==> src/rtl/seq_stage_controller_pkg.sv <==
// Shared definitions for the SEQ stage sequencer: icodes, status codes, state encoding.
// Latency: n/a (constants and pure functions only).
// Backpressure: n/a.
package seq_stage_controller_pkg;

    // Y86-64 instruction codes
    localparam logic [3:0] ICODE_HALT   = 4'h0;
    localparam logic [3:0] ICODE_NOP    = 4'h1;
    localparam logic [3:0] ICODE_RRMOVQ = 4'h2;
    localparam logic [3:0] ICODE_IRMOVQ = 4'h3;
    localparam logic [3:0] ICODE_RMMOVQ = 4'h4;
    localparam logic [3:0] ICODE_MRMOVQ = 4'h5;
    localparam logic [3:0] ICODE_OPQ    = 4'h6;
    localparam logic [3:0] ICODE_JXX    = 4'h7;
    localparam logic [3:0] ICODE_CALL   = 4'h8;
    localparam logic [3:0] ICODE_RET    = 4'h9;
    localparam logic [3:0] ICODE_PUSHQ  = 4'hA;
    localparam logic [3:0] ICODE_POPQ   = 4'hB;

    // Processor status codes
    localparam logic [2:0] STAT_AOK = 3'd1;
    localparam logic [2:0] STAT_HLT = 3'd2;
    localparam logic [2:0] STAT_ADR = 3'd3;
    localparam logic [2:0] STAT_INS = 3'd4;

    typedef enum logic [2:0] {
        S_IDLE      = 3'd0,
        S_FETCH     = 3'd1,
        S_DECODE    = 3'd2,
        S_EXECUTE   = 3'd3,
        S_MEMORY    = 3'd4,
        S_WRITEBACK = 3'd5,
        S_PCUPDATE  = 3'd6,
        S_HALTED    = 3'd7
    } state_t;

    // Instructions that touch data memory
    function automatic logic uses_mem(input logic [3:0] ic);
        case (ic)
            ICODE_RMMOVQ, ICODE_MRMOVQ, ICODE_CALL,
            ICODE_RET, ICODE_PUSHQ, ICODE_POPQ: return 1'b1;
            default:                            return 1'b0;
        endcase
    endfunction

    // Instructions that write the register file (rmmovq is the only memory op that does not)
    function automatic logic uses_wb(input logic [3:0] ic);
        case (ic)
            ICODE_RRMOVQ, ICODE_IRMOVQ, ICODE_OPQ, ICODE_MRMOVQ,
            ICODE_CALL, ICODE_RET, ICODE_PUSHQ, ICODE_POPQ: return 1'b1;
            default:                                        return 1'b0;
        endcase
    endfunction

endpackage

==> src/rtl/seq_stage_controller_sat_counter.sv <==
// Saturating up-counter with enable; sticks at all-ones instead of wrapping.
// Latency: count updates one cycle after en.
// Backpressure: none; en is a plain level.
module seq_sat_counter #(
    parameter int W = 32
) (
    input  logic         clk,
    input  logic         rst_n,
    input  logic         en,
    output logic [W-1:0] count
);

    // Increment while enabled unless already saturated
    always_ff @(posedge clk or negedge rst_n) begin
        if (!rst_n) begin
            count <= '0;
        end else if (en && (count != {W{1'b1}})) begin
            count <= count + W'(1);
        end
    end

endmodule

==> src/rtl/seq_stage_controller.sv <==
// Moore sequencer stepping the SEQ datapath through one stage per cycle, with status and counters.
// Latency: 4..6 cycles per instruction plus any data-memory wait cycles.
// Backpressure: stalls in MEMORY until mem_ready, bounded by MEM_TIMEOUT (then ADR halt).
module seq_stage_controller
    import seq_stage_controller_pkg::*;
#(
    parameter int CNT_W       = 32,
    parameter int MEM_TIMEOUT = 15
) (
    input  logic             clk,
    input  logic             rst_n,
    input  logic             run,
    input  logic             clear,
    input  logic [3:0]       icode,
    input  logic             imem_error,
    input  logic             mem_ready,
    input  logic             dmem_error,
    output logic             fetch_en,
    output logic             decode_en,
    output logic             execute_en,
    output logic             memory_en,
    output logic             writeback_en,
    output logic             pc_en,
    output logic             mem_req,
    output logic             busy,
    output logic             halted,
    output logic [2:0]       stat,
    output logic [CNT_W-1:0] cycle_count,
    output logic [CNT_W-1:0] instr_count
);

    localparam int TW = $clog2(MEM_TIMEOUT + 1);

    state_t        state;
    logic [3:0]    icode_q;
    logic [TW-1:0] tcnt;
    logic          instr_inc;

    // Stage enables are a pure decode of the state register
    assign fetch_en     = (state == S_FETCH);
    assign decode_en    = (state == S_DECODE);
    assign execute_en   = (state == S_EXECUTE);
    assign memory_en    = (state == S_MEMORY);
    assign writeback_en = (state == S_WRITEBACK);
    assign pc_en        = (state == S_PCUPDATE);
    assign mem_req      = memory_en;
    assign halted       = (state == S_HALTED);
    assign busy         = (state != S_IDLE) && !halted;

    // A halt instruction retires at FETCH since it never reaches PCUPDATE
    assign instr_inc = pc_en ||
                       (fetch_en && !imem_error && (icode == ICODE_HALT));

    // Stage sequencing, status tracking and data-memory timeout
    always_ff @(posedge clk or negedge rst_n) begin
        if (!rst_n) begin
            state   <= S_IDLE;
            stat    <= STAT_AOK;
            icode_q <= '0;
            tcnt    <= '0;
        end else begin
            case (state)
                S_IDLE: begin
                    if (run) state <= S_FETCH;
                end
                S_FETCH: begin
                    icode_q <= icode;
                    if (imem_error) begin
                        stat  <= STAT_ADR;
                        state <= S_HALTED;
                    end else if (icode > ICODE_POPQ) begin
                        stat  <= STAT_INS;
                        state <= S_HALTED;
                    end else if (icode == ICODE_HALT) begin
                        stat  <= STAT_HLT;
                        state <= S_HALTED;
                    end else begin
                        state <= S_DECODE;
                    end
                end
                S_DECODE: state <= S_EXECUTE;
                S_EXECUTE: begin
                    if (uses_mem(icode_q)) begin
                        tcnt  <= '0;
                        state <= S_MEMORY;
                    end else if (uses_wb(icode_q)) begin
                        state <= S_WRITEBACK;
                    end else begin
                        state <= S_PCUPDATE;
                    end
                end
                S_MEMORY: begin
                    // A late mem_ready on the final allowed cycle still completes normally
                    if (mem_ready) begin
                        if (dmem_error) begin
                            stat  <= STAT_ADR;
                            state <= S_HALTED;
                        end else if (uses_wb(icode_q)) begin
                            state <= S_WRITEBACK;
                        end else begin
                            state <= S_PCUPDATE;
                        end
                    end else if (tcnt == TW'(MEM_TIMEOUT - 1)) begin
                        stat  <= STAT_ADR;
                        state <= S_HALTED;
                    end else begin
                        tcnt <= tcnt + TW'(1);
                    end
                end
                S_WRITEBACK: state <= S_PCUPDATE;
                S_PCUPDATE: state <= run ? S_FETCH : S_IDLE;
                S_HALTED: begin
                    if (clear) begin
                        stat  <= STAT_AOK;
                        state <= S_IDLE;
                    end
                end
                default: state <= S_IDLE;
            endcase
        end
    end

    seq_sat_counter #(.W(CNT_W)) u_cycle_cnt (
        .clk   (clk),
        .rst_n (rst_n),
        .en    (busy),
        .count (cycle_count)
    );

    seq_sat_counter #(.W(CNT_W)) u_instr_cnt (
        .clk   (clk),
        .rst_n (rst_n),
        .en    (instr_inc),
        .count (instr_count)
    );

endmodule
==> config.mk <==
export PLATFORM = sky130hd
export DESIGN_NAME = seq_stage_controller
export DESIGN_NICKNAME = d
export VERILOG_FILES = /design/src/rtl/seq_stage_controller_pkg.sv /design/src/rtl/seq_stage_controller_sat_counter.sv /design/src/rtl/seq_stage_controller.sv
export SDC_FILE = /design/constraint.sdc
export NUM_CORES = 1
export LEC_CHECK = 0
export CAP_MARGIN = 20
export CORE_MARGIN = 10
export CORE_UTILIZATION = 50
export CTS_BUF_LIST = sky130_fd_sc_hd__clkbuf_8 sky130_fd_sc_hd__clkbuf_16
export CTS_CLUSTER_DIAMETER = 150
export DETAILED_ROUTE_END_ITERATION = 12
export PLACE_DENSITY = 0.79
export SETUP_SLACK_MARGIN = 0.2
export SYNTH_ARGS = -nofsm -noshare
export SYNTH_HDL_FRONTEND = slang
export SYNTH_SLANG_ARGS = --single-unit
==> constraint.sdc <==
create_clock -name clk -period 2.9 [get_ports clk]
set_input_delay 0.29 -clock clk [delete_from_list [all_inputs] [get_ports clk]]
set_output_delay 0.29 -clock clk [all_outputs]
set_load 0.01 [all_outputs]
==> impl_metrics.csv <==
group,metric,value,unit
status,outcome,"complete, no violations",
global_route,grt_pass1_vias,3345,
cells_and_area,layout.nets,521,
placed_design,globalplace.congestion,0.829,
clock_network,cts_root_buf,"clkbuf_8",
setup_path,worstPathArrival,2.24,ns
synth,yosysSeqAreaShare,0.482,
placed_design,io_buffers,86,
cells_and_area,final_layout_size_suffix_gt1_frac,0.0690,
global_route,antenna_found_initial,0,
timing,fin_crit_sh,0.871,
cells_and_area,regArea,1950,um2
floorplanning,fp-row-count,32,
cells_and_area,area_growth,29.4,%
drt,num_vias,3447,
synth,synthesis.instances,406,
timing,finalSetupTns,0,ns
floorplanning,ios,87,
synth,yosys_most_used_dff,"dfrtp_1",
clock_network,tritoncts,"done",
drt,drt-wirelength-per-cell,16.4,um
synth,async_flop_share,1.00,
power_and_ir_drop,switching_share,0.361,
clock_network,clkLatencyLatePin,0.34,ns
clock_network,clock-sinks,78,
cells_and_area,design_area,5240,um2
synth,synth_area,4050,um2
synth,synth_warnings,0,
timing,hold_violations,0,
cells_and_area,utilization,0.671,
power_and_ir_drop,powerDensity,663,nW/um2
synth,ys_ff_latch,78,
clock_network,postCtsSetupBuffers,0,
setup_path,path_max_fanout,14,
synth,synth.avg_cell_area,9.98,um2
drt,drt_pass1_iterations,5,
setup_path,cp.required,2.61,ns
cells_and_area,antenna_cells,0,
global_route,grt_pass1_wl,16400,um
setup_path,r2r_slack,0.42,ns
power_and_ir_drop,p_leak,0.00223,uW
power_and_ir_drop,p_int,2220,uW
timing,maxSlewViolCount,0,
setup_path,end_kind,"primary output",
setup_path,cp-start-kind,"flip-flop",
min_path,hold_path_class,"in -> async",
timing,max_freq,396,MHz
timing,slew_headroom,0.544,
timing,min_period,2.53,ns
clock_network,cts_buffers,9,
job,max_cap_viol_count,0,
cells_and_area,fillers,647,
placed_design,dp_hpwl,7410,um
power_and_ir_drop,p_comb_frac,0.364,
floorplanning,coreArea,7810,um2
floorplanning,dieArea,12100,um2
power_and_ir_drop,total_power,3470,uW
global_route,gr-total-overflow,0,
floorplanning,die_w,110,um
power_and_ir_drop,pwr-share-clk,0.204,
cells_and_area,multi_input_area,2020,um2
drt,postRouteAntennaNets,0,
synth,synth_enable_flop_cells,0,
clock_network,cts_max_level,3,
setup_path,path_class,"reg -> out",
timing,tightest_slew,0.678,ns
drt,drt_iter0_markers,210,
global_route,grt_use_total,0.166,
drt,viasPerCell,5.66,
floorplanning,dieHeight,110,um
timing,finalSetupViolations,0,
drt,drc,0,
setup_path,rr_worst_depth,5,
power_and_ir_drop,p_seq_frac,0.432,
timing,grt_setup_unrepaired,"false",
global_route,grt_max_degree,79,
synth,synth_cell_types,46,
floorplanning,start_util,0.519,
clock_network,clk_path_buf_depth,2,
drt,finalWirelength,10000,um
placed_design,post_dp_cell_area,5030,um2
setup_path,r2r_end,"u_instr_cnt.count[1]$_DFFE_PN0P_",
power_and_ir_drop,power.switching,1250,uW
setup_path,reg2reg_from,"u_instr_cnt.count[0]$_DFFE_PN0P_",
clock_network,cts.reportedPaths.clkPinSlew,0.08,ns
synth,syn_nets,425,
power_and_ir_drop,ir_drop,0.462,mV
timing,skew,0.0119,ns
-- per-layer routing --
layer / wire (um) / share of wire / GRT usage
met5: 0 / 0 / 0
met2: 4890 / 0.49 / 0.269
met3: 827 / 0.083 / 0.0395
met4: 151 / 0.015 / 0.0632
met1: 4150 / 0.41 / 0.211
-- sequential cells by signal, indices dropped and copies added, names as in the netlist --
register,cells
u_instr_cnt.count,32
icode_q,4
tcnt,4
u_cycle_cnt.count,32
stat,3
state,3
-- cells in the final DEF (no fill, tap or decap), types with 2 or more instances in the layout --
| cell type | netlist | final |
|---|---|---|
| nand3_1 | 32 | 32 |
| clkbuf_8 | 0 | 10 |
| a211oi_1 | 2 | 2 |
| a31oi_1 | 2 | 2 |
| nor3_2 | 2 | 2 |
| or4_1 | 3 | 3 |
| ha_1 | 8 | 8 |
| mux2_2 | 6 | 6 |
| nor2b_1 | 3 | 3 |
| nor3_1 | 20 | 20 |
| nand2b_1 | 5 | 5 |
| xnor2_1 | 30 | 30 |
| clkdlybuf4s50_1 | 0 | 85 |
| nor4_1 | 9 | 9 |
| nor2_1 | 25 | 25 |
| dfrtp_1 | 77 | 77 |
| buf_4 | 1 | 5 |
| nand2_1 | 41 | 41 |
| and2_1 | 5 | 5 |
| a21oi_1 | 7 | 7 |
| and4_1 | 6 | 6 |
| inv_1 | 11 | 13 |
| xor2_1 | 31 | 31 |
| or2_2 | 2 | 2 |
| o21ai_0 | 14 | 14 |
| or3_1 | 5 | 5 |
| and3_1 | 8 | 8 |
| nand4_1 | 22 | 22 |
| nor3b_1 | 6 | 6 |
| clkinv_2 | 0 | 3 |
-- cells by family after synthesis --
| kind of cell | Yosys count | share of synthesized area |
|---|---|---|
| fa+ha+maj | 8 | 0.0247 |
| flops | 78 | 0.482 |
| xor+xnor | 61 | 0.132 |
| compound gates | 34 | 0.0599 |
| simple gates | 200 | 0.264 |
| mux | 7 | 0.0192 |
| buf+inv | 18 | 0.0179 |
-- stage by stage --
stage	instances	hold slack, ns	worst slack (ns)
after global routing	609	0.359	0.277
after global placement	591	0.463	0.406
after floorplan	406	-0.00559	0.626
after CTS	607	0.146	0.353
after detailed placement	591	0.472	0.365
final	609	0.351	0.373
-- synth_stat cells (2+ instances only) --
master,instances,area [um2]
nor2_1,25,93.8
nor3_2,2,20.0
nor4_1,9,56.3
nand4_1,22,138
mux2_2,6,67.6
a21oi_1,7,35.0
ha_1,8,100
and2_1,5,31.3
or3_1,5,31.3
and4_1,6,52.6
inv_1,11,41.3
or4_1,3,22.5
nor3b_1,6,45.0
xnor2_1,30,263
dfrtp_1,77,1930
nand2_1,41,154
and3_1,8,50.1
or2_2,2,12.5
nand3_1,32,160
nor3_1,20,100
clkbuf_1,5,18.8
nand2b_1,5,31.3
a211oi_1,2,15.0
xor2_1,31,272
nor2b_1,3,18.8
a31oi_1,2,12.5
o21ai_0,14,70.1
-- repair_timing --
item                      4_1_cts  5_1_grt
resized for setup               0        0
hold buffers                    0        1
hold endpoints to repair        0       14
-- power groups by stage --
| stage | Clock, uW | Sequential [uW] | Combinational (uW) |
|---|---|---|---|
| 3_5_place_dp | 0 | 1520 | 1250 |
| 3_3_place_gp | 0 | 1510 | 1220 |
| 4_1_cts | 726 | 1500 | 1270 |
| 6_report | 709 | 1500 | 1260 |
| 5_1_grt | 774 | 1540 | 1410 |
| 2_1_floorplan | 0 | 1500 | 728 |
-- worst max-delay path, stage by stage, from the launching register on --
cell	delay [ns]
dfrtp_1	0.53
or3b_1	0.59
inv_1	0.21
clkdlybuf4s50_1	0.57
-- worst max path at each step --
stage                                      from                                 to  slack [ns]  cells past startpoint
6_report                   state[1]$_DFFE_PN0P_                           fetch_en        0.37                      3
5_1_grt                    state[1]$_DFFE_PN0P_                           fetch_en        0.28                      3
4_1_cts                    state[1]$_DFFE_PN0P_                           fetch_en        0.35                      3
3_5_place_dp                           icode[0]  u_instr_cnt.count[23]$_DFFE_PN0P_        0.37                      6
3_3_place_gp                           icode[0]  u_instr_cnt.count[23]$_DFFE_PN0P_        0.41                      6
2_1_floorplan  u_instr_cnt.count[0]$_DFFE_PN0P_  u_instr_cnt.count[20]$_DFFE_PN0P_        0.63                      7
-- final cells by class --
class                           count  share of cell area
Tap cell                          102              0.0244
Timing Repair Buffer               92               0.177
Clock buffer                       10              0.0263
Sequential cell                    78               0.373
Multi-Input combinational cell    310               0.386
Clock inverter                      6             0.00573
Inverter                           11             0.00788
Note: power is estimated with default switching activity, not from simulation.
